## config.mk

```make
export PLATFORM = sky130hd
export DESIGN_NAME = prewish_mask_arbiter
export DESIGN_NICKNAME = d
export VERILOG_FILES = /design/src/rtl/prewish_mask_arbiter.sv
export SDC_FILE = /design/constraint.sdc
export NUM_CORES = 1
export LEC_CHECK = 0
export BUFFER_PORTS_ARGS = -buffer_cell sky130_fd_sc_hd__buf_4
export CAP_MARGIN = 20
export CORE_MARGIN = 4
export CORE_UTILIZATION = 54
export DETAILED_ROUTE_END_ITERATION = 6
export GPL_ROUTABILITY_DRIVEN = 1
export HOLD_SLACK_MARGIN = 0.02
export PLACE_DENSITY = 0.84
export SLEW_MARGIN = 30
export SYNTH_ARGS = -nofsm -noshare
export SYNTH_HDL_FRONTEND = slang
export SYNTH_SLANG_ARGS = --single-unit
```

## constraint.sdc

```tcl
create_clock -name CLK_I -period 3.29 [get_ports CLK_I]
set_input_delay 0.658 -clock CLK_I [delete_from_list [all_inputs] [get_ports CLK_I]]
set_output_delay 0.658 -clock CLK_I [all_outputs]
set_load 0.01 [all_outputs]
```

## src/rtl/prewish_mask_arbiter.sv

```systemverilog
// Round-robin arbiter that collects edge-triggered byte requests from four
// requesters and issues them one at a time as downstream mask writes,
// with a configurable number of idle cycles after every strobe.
module prewish_mask_arbiter #(
  parameter int unsigned GAP = 2
) (
  input  logic        CLK_I,
  input  logic        RST_I,
  input  logic [3:0]  REQ_STB_I,
  input  logic [31:0] REQ_DAT_I,
  output logic [3:0]  REQ_ACK_O,
  output logic        STB_O,
  output logic [7:0]  DAT_O,
  output logic [1:0]  GNT_O,
  output logic [3:0]  PEND_O,
  output logic        o_alive
);

  localparam int unsigned NREQ = 4;
  localparam int unsigned DW   = 8;
  localparam int unsigned IW   = 2;
  localparam int unsigned CW   = 4;
  localparam logic [CW-1:0] GAP_LOAD = (GAP > 0) ? CW'(GAP - 1) : '0;

  typedef enum logic [1:0] {
    ST_IDLE  = 2'd0,
    ST_ISSUE = 2'd1,
    ST_GAP   = 2'd2
  } state_t;

  state_t          state_q;
  logic [NREQ-1:0] stb_q;
  logic [NREQ-1:0] pend_q;
  logic [NREQ-1:0] pend_d;
  logic [DW-1:0]   slot_q [NREQ];
  logic [NREQ-1:0] ack_q;
  logic            strobe_q;
  logic [DW-1:0]   dat_q;
  logic [IW-1:0]   gnt_q;
  logic            alive_q;
  logic [CW-1:0]   cnt_q;

  logic [NREQ-1:0] edge_c;
  logic [NREQ-1:0] clr_c;
  logic [IW-1:0]   win_c;
  logic [IW-1:0]   cand_c;
  logic            hit_c;

  assign REQ_ACK_O = ack_q;
  assign STB_O     = strobe_q;
  assign DAT_O     = dat_q;
  assign GNT_O     = gnt_q;
  assign PEND_O    = pend_q;
  assign o_alive   = alive_q;

  // Rising-edge request detection and pending-flag next state; a fresh edge
  // on the requester being issued keeps its flag set.
  always_comb begin
    edge_c = REQ_STB_I & ~stb_q;
    clr_c  = '0;
    if (state_q == ST_ISSUE) begin
      clr_c = NREQ'(1) << gnt_q;
    end
    pend_d = (pend_q & ~clr_c) | edge_c;
  end

  // Round-robin winner search starting just after the last grant.
  always_comb begin
    win_c  = gnt_q;
    cand_c = gnt_q;
    hit_c  = 1'b0;
    for (int i = 1; i <= int'(NREQ); i++) begin
      cand_c = gnt_q + IW'(i);
      if (!hit_c && pend_q[cand_c]) begin
        win_c = cand_c;
        hit_c = 1'b1;
      end
    end
  end

  // Request capture, arbitration FSM and registered outputs.
  always_ff @(posedge CLK_I) begin
    if (RST_I) begin
      state_q  <= ST_IDLE;
      stb_q    <= '0;
      pend_q   <= '0;
      ack_q    <= '0;
      strobe_q <= 1'b0;
      dat_q    <= '0;
      gnt_q    <= IW'(3);
      alive_q  <= 1'b1;
      cnt_q    <= '0;
      for (int k = 0; k < int'(NREQ); k++) begin
        slot_q[k] <= '0;
      end
    end else begin
      stb_q    <= REQ_STB_I;
      pend_q   <= pend_d;
      strobe_q <= 1'b0;
      ack_q    <= '0;
      for (int k = 0; k < int'(NREQ); k++) begin
        if (edge_c[k]) begin
          slot_q[k] <= REQ_DAT_I[DW*k +: DW];
        end
      end
      case (state_q)
        ST_IDLE: begin
          if (pend_q != '0) begin
            dat_q    <= slot_q[win_c];
            gnt_q    <= win_c;
            strobe_q <= 1'b1;
            ack_q    <= NREQ'(1) << win_c;
            alive_q  <= ~alive_q;
            state_q  <= ST_ISSUE;
          end
        end
        ST_ISSUE: begin
          if (GAP > 0) begin
            cnt_q   <= GAP_LOAD;
            state_q <= ST_GAP;
          end else begin
            state_q <= ST_IDLE;
          end
        end
        ST_GAP: begin
          if (cnt_q == '0) begin
            state_q <= ST_IDLE;
          end else begin
            cnt_q <= cnt_q - CW'(1);
          end
        end
        default: begin
          state_q <= ST_IDLE;
        end
      endcase
    end
  end

endmodule

```

== Yosys cells after proc, flatten, opt, wreduce, memory -nomap -nowiden ==
Memories as Yosys holds them, arrays and structs flattened. A register that Yosys moved wholly into a read port is not among the register bits.
Cells that the tools add are included.
W data, S select, Z words.

* Memories kept: 1
* Output and inout bits: 20
* Logic and storage cells: 91
* Bits in registers: 22
* Input port bits: 38
* Memory bits (writable): 32

* Order comparisons: 4
* Reduce and logical (&&, ||, !) cells: 15
* Shifts and indexed selects: 2
* Add/sub/neg operators: 4
* Bitwise gates (word level): 12
* Equal/unequal tests: 5
* Multiplexer cells: 40

{| class="wikitable"
|+ Memories
! name !! words !! bits a word !! rd ports !! clocked after memory_dff !! write ports !! RTL line !! RTL
|-
| slot_q || 4 || 8 || 1 || 1 || 4 || 35 || <nowiki>logic [DW-1:0] slot_q [NREQ];</nowiki>
|}

{| class="wikitable"
|+ Operators by type and width
! cell !! count
|-
| $mux W8 || 4
|-
| $mux W1 || 22
|-
| $lt A2 B3 Y1 const B || 4
|-
| $mux W2 || 6
|-
| $and A4 B4 Y4 || 2
|-
| $bmux W1 S2 || 4
|-
| $mux W4 || 2
|-
| $not A4 Y4 || 2
|-
| $pmux W4 S2 || 1
|-
| $shl A1 B2 Y4 const A || 2
|-
| $ne A2 B2 Y1 const B || 3
|-
| $pmux W2 S3 || 1
|-
| $reduce_and A2 Y1 || 3
|-
| $add A2 B2 Y2 const B || 2
|-
| $logic_not A4 Y1 || 1
|-
| $or A1 B1 Y1 || 4
|-
| $or A4 B4 Y4 || 1
|-
| $reduce_bool A4 Y1 || 1
|-
| $sub A4 B1 Y4 const B || 1
|-
| $logic_and A1 B1 Y1 || 3
|-
| $logic_not A1 Y1 || 3
|-
| $not A1 Y1 || 3
|-
| $reduce_or A3 Y1 || 1
|-
| $add A2 B1 Y2 const B || 1
|-
| 5 further kinds || 5
|}

== Depth between registers and ports, before layout ==
Gate-level depths: netlist (run 1).

* Depth after elaboration: 14
* Gate-level depth with buffers: 10
* Depth with buffers taken out: 8

== Least setup slack after synthesis (run 1) ==
Ideal clock, no wire load.

* Path type: reg2reg
* From: register gnt_q[0] (netlist: GNT_O[0])
* To: register dat_q[0] (netlist: DAT_O[0]) (read register of slot_q)
* Required time: 3.162 ns
* Setup slack: 0.549 ns
* Stages on the path, launching flop included: 10
* Setup time: 0.128 ns
* Clock period less this slack: 2.741 ns
* Path buffers: 2
* Arrival time: 2.613 ns
* Cell sequence: dfxtp_1 buf_6 inv_2 ha_1 mux4_2 a21oi_4 xnor2_4 buf_6 mux2i_1 o211ai_1

* Longest elaborated chain between the ends: 13
* Elaborated cells between the ends (all ways): 24
* Those cells by class: add/sub (3); mux (15); reduce/logical (6)

{| class="wikitable"
|+ RTL lines
! what !! RTL line !! RTL
|-
| start: declaration || 39 || <nowiki>logic [IW-1:0] gnt_q;</nowiki>
|-
| start signal: assignment || 110 || <nowiki>gnt_q <= win_c;</nowiki>
|-
| $add A2 B1 Y2 || 73 || <nowiki>cand_c = gnt_q + IW'(i);</nowiki>
|-
| $bmux W1 S2 || 74 || <nowiki>if (!hit_c && pend_q[cand_c]) begin</nowiki>
|-
| $mux W1 (implied by the code) || 74 ||
|-
| $mux W1 || 74 ||
|-
| $logic_not A1 Y1 || 74 ||
|-
| $logic_and A1 B1 Y1 || 74 ||
|-
| $mux W1 || 74 ||
|-
| $logic_not A1 Y1 || 74 ||
|-
| $logic_and A1 B1 Y1 || 74 ||
|-
| $mux W1 || 74 ||
|-
| $logic_not A1 Y1 || 74 ||
|-
| $logic_and A1 B1 Y1 || 74 ||
|-
| $mux W2 (*) || 74 ||
|-
| end: declaration || 38 || <nowiki>logic [DW-1:0] dat_q;</nowiki>
|}

Every way passes the cells marked *; elsewhere a longest branch is shown, timed or not. The select of a mux whose other input is x is not followed.
A chain may end at the register's enable or synchronous reset.

== Final worst setup path (run 1) ==
* From: register gnt_q[1] (netlist: GNT_O[1])
* To: register dat_q[6] (netlist: DAT_O[6]) (read register of slot_q)

Same word-level chain as after synthesis.

==> Flow_metrics.wiki, run 1 <==
{| class="wikitable"
! Metric !! Value
|-
| Number of input and output port buffers inserted || 57
|-
| Final Cell Area || 3500 um2
|-
| Flip-flop and latch count after synthesis || 62
|-
| Via count of the first global-routing pass || 1942
|-
| Leakage power figure || 1.43 nW
|-
| Number of buffers added by the clock tree synthesis step || 9
|-
| Total nets after synthesis || 300
|-
| Maximum number of pins on one net before global-route repair || 19
|-
| Count of endpoints failing hold in the final timing report || 0
|-
| Fillers || 408
|-
| Post-synth top area cell || sky130_fd_sc_hd__edfxtp_1
|-
| IR Drop Worst-Case VDD || 0.000388 V
|-
| Number of iterations in the first detailed-routing pass || 4
|-
| Worst Path Required || 3.56 ns
|-
| Cell area after synthesis || 2890 um2
|-
| Number of nets in the finished design || 357
|-
| Iteration-0 DRC count of the detailed router || 154
|-
| Share of the core filled with cells in the final layout || 68.1%
|-
| Overall global routing resource usage || 19.6%
|-
| Via count || 2066
|-
| Sinks on Clock Net || 62
|-
| Global-route wire length before repair || 9.31 mm
|-
| Post-synthesis share of cell area spent on xor and xnor gates || 1.25%
|-
| Post-DR wirelength/cell || 15.2 um
|-
| Number of vias per cell || 5.31
|-
| Clock root buffer || sky130_fd_sc_hd__clkbuf_8
|-
| Top achievable clock speed || 364 MHz
|-
| Share of post-route cells with drive strength above 1 || 27.6%
|-
| Count of flip-flops with a built-in enable after synthesis || 32
|-
| Diodes inserted || 0
|-
| Simple-gate share of the synthesized area || 17.8%
|-
| Measured slew at the worst slew-check pin || 0.756 ns
|-
| Final HPWL DP || 4.35 mm
|-
| Worst-path cell chain || inv_1 > ha_1 > mux4_2 > a21oi_4 > xnor2_4 > mux2_1 > o211ai_1
|-
| Register clock-pin slew on the reported worst setup and hold paths || 0.07 ns
|-
| Final weighted congestion of routability-driven global placement || 0.816
|-
| Number of buffers on the longest clock path || 2
|-
| Number of violations of the max-capacitance limit || 0
|-
| Post-synthesis mux area share || 8.47%
|-
| Starting Density || 56.3%
|-
| Gate count after technology mapping || 257
|-
| Warning count from the yosys run || 0
|-
| Die Area || 6590 um2
|-
| Final Cycle Share || 83.6%
|-
| Clock skew || 0.00827 ns
|-
| PnR Total Power || 2.54 mW
|-
| Commonest cells after routing, fill and taps aside || 58 x sky130_fd_sc_hd__buf_4, 33 x sky130_fd_sc_hd__and2_1, 32 x sky130_fd_sc_hd__edfxtp_1
|-
| Crit path arrival time || 3.02 ns
|-
| Post-CTS Hold Fix Bufs || 0
|-
| Number of post-CTS setup repair buffers || 0
|-
| Core Area || 5140 um2
|-
| Chip Width || 81.2 um
|-
| Final max-slew violation count || 0
|-
| Dominant combinational cell family by area after synthesis || simple AND/OR/NAND/NOR gates
|-
| Source-to-sink clock delay at the later pin of the worst-skew pair || 0.35 ns
|-
| Depth of the CTS H-tree || 3
|-
| Number of resized instances in the post-cts repair step || 0
|-
| Final global-route overflow total || 0
|-
| Unrepaired setup endpoints after global routing || false
|-
| Asr flop ratio synth || 0%
|-
| Setup Viol. Count Final || 0
|-
| Gate family responsible for the most delay along the worst path || multiplexers
|-
| Standard cell with the maximum stage delay on the critical path || sky130_fd_sc_hd__mux4_2
|-
| Final routed wirelength across all metal layers || 5.90 mm
|-
| Buf/Inv on CP || 1
|-
| Largest incremental delay on the critical path || 0.57 ns
|-
| Nature of the critical path startpoint || flip-flop
|-
| Final min period || 2.75 ns
|-
| TritonCTS clock tree || done
|-
| Antenna violations before repair || 0
|-
| IO Pins || 58
|-
| Most frequent standard cell in the layout excluding fill and tap cells || sky130_fd_sc_hd__buf_4
|-
| WS Path Type || flip-flop to flip-flop
|-
| Antenna violation net count after detailed routing || 0
|-
| Relative area change from synthesis to final layout || 21.0%
|-
| Compound-Gate Fraction of Synth Area || 12.7%
|-
| Worst relative slew slack || 49.6%
|-
| Type of destination of the critical path || flip-flop
|-
| Outcome || completed
|-
| Critical Path Fanout Max || 18
|-
| Top post-synthesis cells by area || sky130_fd_sc_hd__edfxtp_1 33%, sky130_fd_sc_hd__dfxtp_1 21%, sky130_fd_sc_hd__and2_1 7.1%
|-
| Cell area after placement || 3340 um2
|-
| Flip-flop cell with the highest count after synthesis || sky130_fd_sc_hd__edfxtp_1
|-
| Rows || 26
|-
| Total DRC errors in the routed layout || 0
|-
| DIE HEIGHT || 81.2 um
|-
| Sequential cell area fraction in the yosys report || 54.0%
|-
| Yosys cell types || 43
|-
| Adder-cell share of the synthesized area || 2.16%
|-
| Area fraction of the dominant cell type after synthesis || 33.2%
|-
| Avg Synthesized Cell Area || 11.3 um2
|-
| Hold WC Path Type || flip-flop to flip-flop
|-
| Sum of negative setup slack || 0 ns
|-
| PwrDens || 725 nW/um2
|}
## cells in the mapped netlist (all sizes together), types with 3 or more instances
cell    instances
nand2b          6
dfxtp          30
edfxtp         32
mux2i          11
inv             7
o21ai           5
buf             9
nor2b           5
mux2            8
a31o            4
clkbuf          3
o211ai         23
nor2           23
and2           33
ha              5
nand2          25
a21oi           6
## metrics by stage
stage               instances  worst slack, ns  hold WS [ns]
floorplan                 257            0.549         0.458
global placement          373            0.670         0.470
detailed placement        373            0.555         0.475
CTS                       389            0.539         0.487
global route              389            0.345         0.506
finish                    389            0.539         0.487
## report_power, final
group / switching, mW / internal, mW / leakage (nW)
registers: 0.0752 / 0.931 / 0.596
logic: 0.530 / 0.434 / 0.751
clock network: 0.303 / 0.266 / 0.0801
total: 0.909 / 1.63 / 1.43
## sequential cells by signal, summed over array words and instances (netlist names)
signal and count:
STB_O 1, PEND_O 4, slot_q 32, GNT_O 2, DAT_O 8, cnt_q 4, stb_q 4, REQ_ACK_O 4
state_q 2, o_alive 1
## worst min-delay path, cell delays in order, from the launching register on
cell                      delay, ns
sky130_fd_sc_hd__dfxtp_1       0.32
sky130_fd_sc_hd__o21ai_0       0.07
sky130_fd_sc_hd__a21oi_1       0.06
## per-layer routing
metal,share of wire [%],vias to the layer above,GRT usage (%),routed length [um]
li1,-,1028,-,-
met5,0,-,0,0
met2,50,55,31.3,2980
met3,5.6,10,6.32,332
met1,42,973,24.0,2500
met4,1.6,0,8.95,94
## layout make-up
type,instances,area [um2],area share [%]
multi-input cells,176,1230,35.0
clock inverters,7,41.3,1.18
clock buffers,9,124,3.54
inverters,7,26.3,0.750
well taps,70,87.6,2.50
repair buffers,58,435,12.4
flip-flops and latches,62,1560,44.6
## path summary, 6_finish.rpt
check	startpoint	slack, ns	depth (start not counted)	end
worst max-delay path	GNT_O[1]	0.54	7	DAT_O[6]
worst min-delay path	cnt_q[3]	0.49	2	cnt_q[3]
worst max register to register	GNT_O[1]	0.54	7	DAT_O[6]
worst min register to register	cnt_q[3]	0.49	2	cnt_q[3]
## kinds of logic after synthesis
| family | count (synthesis) |
|---|---|
| AND/OR/NAND/NOR | 99 |
| flip-flops | 62 |
| AO/OA/AOI/OAI | 49 |
| multiplexers | 21 |
| buffers and inverters | 19 |
| adder cells (fa/ha/maj) | 5 |
| XOR/XNOR | 2 |
Power figures use the tool's default switching activity.
==> inputs of run 2 (changes only) <==
Clock period 3.29 ns to 2.85 ns, I/O delays scaled along.
==> run 2 against run 1 <==
Sequential power is 14% higher. First-iteration DRC count is 0.65% higher. Utilization is 1.4 points higher. Routed wire length is 5.9% higher. Via count is 2.0% higher. Register-to-register slack worse by 0.23 ns. Maximum frequency is 8.3% higher. Die area stayed put. Setup slack worse by 0.23 ns. Cell count is 0.26% higher. Critical endpoint is now DAT_O[3]. Largest power group unchanged.
==> Flow_metrics.wiki, run 2 (synthesis results as in run 1) <==
{| class="wikitable"
! Metric !! Value
|-
| Clock root buffer || sky130_fd_sc_hd__clkbuf_8
|-
| Count of endpoints failing hold in the final timing report || 0
|-
| Switching power || 1.04 mW
|-
| Leakage power figure || 1.46 nW
|-
| Rows || 26
|-
| TritonCTS clock tree || done
|-
| IO Pins || 58
|-
| Via count of the first global-routing pass || 1955
|-
| Depth of the CTS H-tree || 3
|-
| Number of input and output port buffers inserted || 57
|-
| Final Cycle Share || 89.1%
|-
| Core Area || 5140 um2
|-
| Iteration-0 DRC count of the detailed router || 155
|-
| IR Drop Worst-Case VDD || 0.000683 V
|-
| Post-DR wirelength/cell || 16.0 um
|-
| Cell-internal power || 2.16 mW
|-
| Most frequent standard cell in the layout excluding fill and tap cells || sky130_fd_sc_hd__buf_4
|-
| Commonest cells after routing, fill and taps aside || 59 x sky130_fd_sc_hd__buf_4, 33 x sky130_fd_sc_hd__and2_1, 32 x sky130_fd_sc_hd__edfxtp_1
|-
| PwrDens || 895 nW/um2
|-
| Final Cell Area || 3570 um2
|-
| Final HPWL DP || 4.56 mm
|-
| Number of violations of the max-capacitance limit || 0
|-
| Maximum number of pins on one net before global-route repair || 19
|-
| Gate power share || 35.6%
|-
| Sum of negative setup slack || 0 ns
|-
| Standard cell with the maximum stage delay on the critical path || sky130_fd_sc_hd__mux4_2
|-
| Place WS || 0.331 ns
|-
| Share of post-route cells with drive strength above 1 || 27.2%
|-
| Post-CTS Hold Fix Bufs || 0
|-
| Cell area after placement || 3340 um2
|-
| Clk network pwr share || 28.4%
|-
| Overall global routing resource usage || 20.4%
|-
| Largest reg by FF count || slot_q
|-
| Global-route wire length before repair || 9.66 mm
|-
| Starting Density || 56.3%
|-
| Final worst-path setup slack || 0.309 ns
|-
| WS Path Type || flip-flop to flip-flop
|-
| Measured slew at the worst slew-check pin || 0.730 ns
|-
| Nature of the critical path startpoint || flip-flop
|-
| Antenna violations before repair || 0
|-
| Source-to-sink clock delay at the later pin of the worst-skew pair || 0.35 ns
|-
| Relative area change from synthesis to final layout || 23.5%
|-
| Type of destination of the critical path || flip-flop
|-
| Top achievable clock speed || 394 MHz
|-
| Number of resized instances in the post-cts repair step || 0
|-
| Unrepaired setup endpoints after global routing || false
|-
| Gate family responsible for the most delay along the worst path || multiplexers
|-
| Worst relative slew slack || 51.3%
|-
| Chip Width || 81.2 um
|-
| Die Area || 6590 um2
|-
| Number of buffers on the longest clock path || 2
|-
| Critical Path Fanout Max || 18
|-
| Largest incremental delay on the critical path || 0.56 ns
|-
| Worst Path Required || 3.12 ns
|-
| Worst-path cell chain || inv_2 > ha_1 > mux4_2 > a21oi_4 > xnor2_4 > mux2_1 > o211ai_1
|-
| Final weighted congestion of routability-driven global placement || 0.856
|-
| Hold WS || 0.450 ns
|-
| Hold WC Path Type || input pin to flip-flop
|-
| Outcome || completed
|-
| Number of buffers added by the clock tree synthesis step || 9
|-
| Crit path arrival time || 2.81 ns
|-
| Register clock-pin slew on the reported worst setup and hold paths || 0.07 ns
|-
| Diodes inserted || 0
|-
| Final routed wirelength across all metal layers || 6.25 mm
|-
| Clock skew || 0.00878 ns
|-
| PnR Total Power || 3.20 mW
|-
| Number of post-CTS setup repair buffers || 0
|-
| Number of nets in the finished design || 358
|-
| Final max-slew violation count || 0
|-
| Antenna violation net count after detailed routing || 0
|-
| DIE HEIGHT || 81.2 um
|-
| Buf/Inv on CP || 1
|-
| Max reg flops || 32
|-
| Number of vias per cell || 5.41
|-
| Final min period || 2.54 ns
|-
| Switching share of power || 32.5%
|-
| Total DRC errors in the routed layout || 0
|-
| Sinks on Clock Net || 62
|-
| Final global-route overflow total || 0
|-
| Setup Viol. Count Final || 0
|-
| Number of iterations in the first detailed-routing pass || 4
|-
| Part of the total power dissipated in sequential elements || 36.1%
|-
| Via count || 2108
|}
## run 2: cell types whose count changed in the layout (fill, tap and decap cells not counted)
cell                         change
sky130_fd_sc_hd__buf_4           +1
sky130_fd_sc_hd__bufinv_16       +3
sky130_fd_sc_hd__clkbuf_1        +2
sky130_fd_sc_hd__clkinv_2        -2
sky130_fd_sc_hd__clkinv_4        -1
sky130_fd_sc_hd__clkinvlp_4      -2
## run 2: routing by layer
layer	share of wire, %	up-vias	GRT usage [%]	wire length [um]
met5	0	-	0	0
met4	2.0	0	10.1	128
met2	52	62	34.7	3260
li1	-	1035	-	-
met1	40	999	24.2	2500
met3	5.9	12	4.66	370
## run 2: final timing paths
kind / from / end / slack, ns / cells past startpoint
worst max-delay path: GNT_O[0] / DAT_O[3] / 0.31 / 7
worst max register to register: GNT_O[0] / DAT_O[3] / 0.31 / 7
worst min-delay path: REQ_STB_I[3] / stb_q[3] / 0.45 / 2
worst min register to register: cnt_q[3] / cnt_q[3] / 0.49 / 2
## run 2: power by group through the flow
| stage | clock, mW | sequential (mW) | combinational [mW] |
|---|---|---|---|
| after floorplan | 0 | 1.21 | 0.819 |
| after global placement | 0 | 1.17 | 1.09 |
| after detailed placement | 0 | 1.17 | 1.13 |
| after CTS | 0.916 | 1.15 | 1.14 |
| after global routing | 0.954 | 1.17 | 1.24 |
| final | 0.908 | 1.15 | 1.14 |
## run 2: final cells by class
class / count / area [um2]
multi-input combinational: 176 / 1230
clock inverter: 5 / 97.6
sequential: 62 / 1560
timing repair buffer: 59 / 443
inverter: 7 / 26.3
tap: 70 / 87.6
clock buffer: 11 / 131
fill: 401 / 1570
## run 2: through the flow
| step | instances | utilization [%] |
|---|---|---|
| 6_report | 390 | 69.5 |
| 5_1_grt | 390 | 69.5 |
| 4_1_cts | 390 | 69.5 |
| 3_5_place_dp | 374 | 65.1 |
| 3_3_place_gp | 374 | 65.1 |
| 2_1_floorplan | 257 | - |
==> inputs of run 3 (changes only) <==
Settings changed: BUFFER_PORTS_ARGS -buffer_cell sky130_fd_sc_hd__buf_4 to -buffer_cell sky130_fd_sc_hd__buf_2.
==> run 3 against run 2 <==
Power shrank 6.8%. Maximum frequency decreased by 0.64%. Largest cell class unchanged. Cell count stayed put. Clock skew down 0.0014 ns. Critical endpoint is now DAT_O[2].
==> Flow_metrics.wiki, run 3 (synthesis results as in run 1) <==
{| class="wikitable"
! Metric !! Value
|-
| Commonest cells after routing, fill and taps aside || 57 x sky130_fd_sc_hd__buf_2, 33 x sky130_fd_sc_hd__and2_1, 32 x sky130_fd_sc_hd__edfxtp_1
|-
| Max reg flops || 32
|-
| Final global-route overflow total || 0
|-
| Leakage power figure || 1.40 nW
|-
| Critical Path Fanout Max || 18
|-
| Source-to-sink clock delay at the later pin of the worst-skew pair || 0.35 ns
|-
| Top achievable clock speed || 391 MHz
|-
| Number of iterations in the first detailed-routing pass || 5
|-
| Core Area || 5140 um2
|-
| Worst relative slew slack || 51.6%
|-
| Via count || 2082
|-
| Switching share of power || 35.3%
|-
| Clock skew || 0.00738 ns
|-
| Number of resized instances in the post-cts repair step || 0
|-
| Sinks on Clock Net || 62
|-
| Rows || 26
|-
| Number of nets in the finished design || 358
|-
| Number of vias per cell || 5.34
|-
| Setup Viol. Count Final || 0
|-
| Final min period || 2.56 ns
|-
| Via count of the first global-routing pass || 1877
|-
| Share of the core filled with cells in the final layout || 66.2%
|-
| Starting Density || 56.3%
|-
| DIE HEIGHT || 81.2 um
|-
| Register Area || 1560 um2
|-
| Depth of the CTS H-tree || 3
|-
| Final weighted congestion of routability-driven global placement || 0.854
|-
| Measured slew at the worst slew-check pin || 0.726 ns
|-
| Fillers || 404
|-
| Clk network pwr share || 25.6%
|-
| Unrepaired setup endpoints after global routing || false
|-
| Multi-input combinational cell area || 1230 um2
|-
| Antenna violation net count after detailed routing || 0
|-
| Number of buffers on the longest clock path || 2
|-
| Sum of negative setup slack || 0 ns
|-
| Final max-slew violation count || 0
|-
| Crit path arrival time || 2.81 ns
|-
| Overall global routing resource usage || 18.8%
|-
| Switching power || 1.05 mW
|-
| PnR Total Power || 2.98 mW
|-
| Clock root buffer || sky130_fd_sc_hd__clkbuf_8
|-
| Number of violations of the max-capacitance limit || 0
|-
| Number of input and output port buffers inserted || 57
|-
| TritonCTS clock tree || done
|-
| Reg-to-Reg Start || GNT_O[0]
|-
| Cell-internal power || 1.93 mW
|-
| Most frequent standard cell in the layout excluding fill and tap cells || sky130_fd_sc_hd__buf_2
|-
| Final routed wirelength across all metal layers || 5.91 mm
|-
| Nature of the critical path startpoint || flip-flop
|-
| IO Pins || 58
|-
| Post-DR wirelength/cell || 15.2 um
|-
| PwrDens || 876 nW/um2
|-
| Final Cycle Share || 89.7%
|-
| Type of destination of the critical path || flip-flop
|-
| Outcome || completed
|-
| Antenna violations before repair || 0
|-
| Hold WC Path Type || input pin to flip-flop
|-
| Number of post-CTS setup repair buffers || 0
|-
| Global-route wire length before repair || 9.02 mm
|-
| Chip Width || 81.2 um
|-
| Diodes inserted || 0
|-
| Die Area || 6590 um2
|-
| Register clock-pin slew on the reported worst setup and hold paths || 0.07 ns
|-
| Number of buffers added by the clock tree synthesis step || 9
|-
| IR Drop Worst-Case VDD || 0.000650 V
|-
| First element of the critical path || GNT_O[0]
|-
| Relative area change from synthesis to final layout || 17.5%
|-
| WS Path Type || flip-flop to flip-flop
|-
| Gate power share || 35.9%
|-
| Total DRC errors in the routed layout || 0
|-
| Maximum number of pins on one net before global-route repair || 19
|-
| Share of post-route cells with drive strength above 1 || 28.4%
|-
| Post-CTS Hold Fix Bufs || 0
|-
| Part of the total power dissipated in sequential elements || 38.6%
|-
| Worst Path Required || 3.11 ns
|-
| Count of endpoints failing hold in the final timing report || 0
|-
| Iteration-0 DRC count of the detailed router || 76
|-
| Start point of the worst min-delay path || REQ_STB_I[0]
|-
| Final HPWL DP || 4.32 mm
|-
| Largest reg by FF count || slot_q
|}
==> run 3: changes by cell type in the layout (fill, tap and decap cells not counted), sizes merged <==
| cell | change |
|---|---|
| clkbuf | -2 |
| clkinv | +1 |
| bufinv | -2 |
| clkinvlp | +3 |
==> run 3: power by group through the flow <==
| stage | combinational, mW | sequential [mW] | clock, mW |
|---|---|---|---|
| final | 1.07 | 1.15 | 0.761 |
| after global routing | 1.17 | 1.16 | 0.810 |
| after CTS | 1.07 | 1.15 | 0.771 |
| after detailed placement | 1.07 | 1.17 | 0 |
| after global placement | 1.03 | 1.16 | 0 |
| after floorplan | 0.819 | 1.21 | 0 |
==> run 3: per-layer routing <==
metal  track usage, %  share of wire [%]
met5                0                  0
met4             6.08               0.61
met3             7.76                6.7
met2             32.0                 51
met1             21.5                 41
==> run 3: cell type report <==
class	instances	area share, %
well taps	70	2.58
clock buffers	9	3.64
flip-flops and latches	62	45.9
clock inverters	7	2.21
multi-input cells	176	36.1
repair buffers	59	8.83
inverters	7	0.773
==> run 3: final timing paths <==
kind	end	slack, ns	cells after the start
setup / recovery	DAT_O[2]	0.29	7
setup reg to reg	DAT_O[2]	0.29	7
hold reg to reg	DAT_O[4]	0.49	2
hold / removal	stb_q[0]	0.45	2
==> run 3: worst max-delay path: stages, from the launching register on <==
cell and delay [ns]:
sky130_fd_sc_hd__dfxtp_1 0.34, sky130_fd_sc_hd__inv_2 0.08, sky130_fd_sc_hd__ha_1 0.41, sky130_fd_sc_hd__mux4_2 0.57
sky130_fd_sc_hd__a21oi_4 0.27, sky130_fd_sc_hd__xnor2_4 0.31, sky130_fd_sc_hd__mux2_1 0.38, sky130_fd_sc_hd__o211ai_1 0.10
==> run 3: per-stage QoR <==
stage                     std cells  worst slack (ns)  hold WS, ns  instance area (um2)
after floorplan                 257             0.109        0.458                 2890
after global placement          374             0.424        0.465                 3200
after detailed placement        374             0.332        0.466                 3200
after CTS                       390             0.294        0.441                 3400
after global routing            390             0.161        0.445                 3400
final                           390             0.293        0.449                 3400
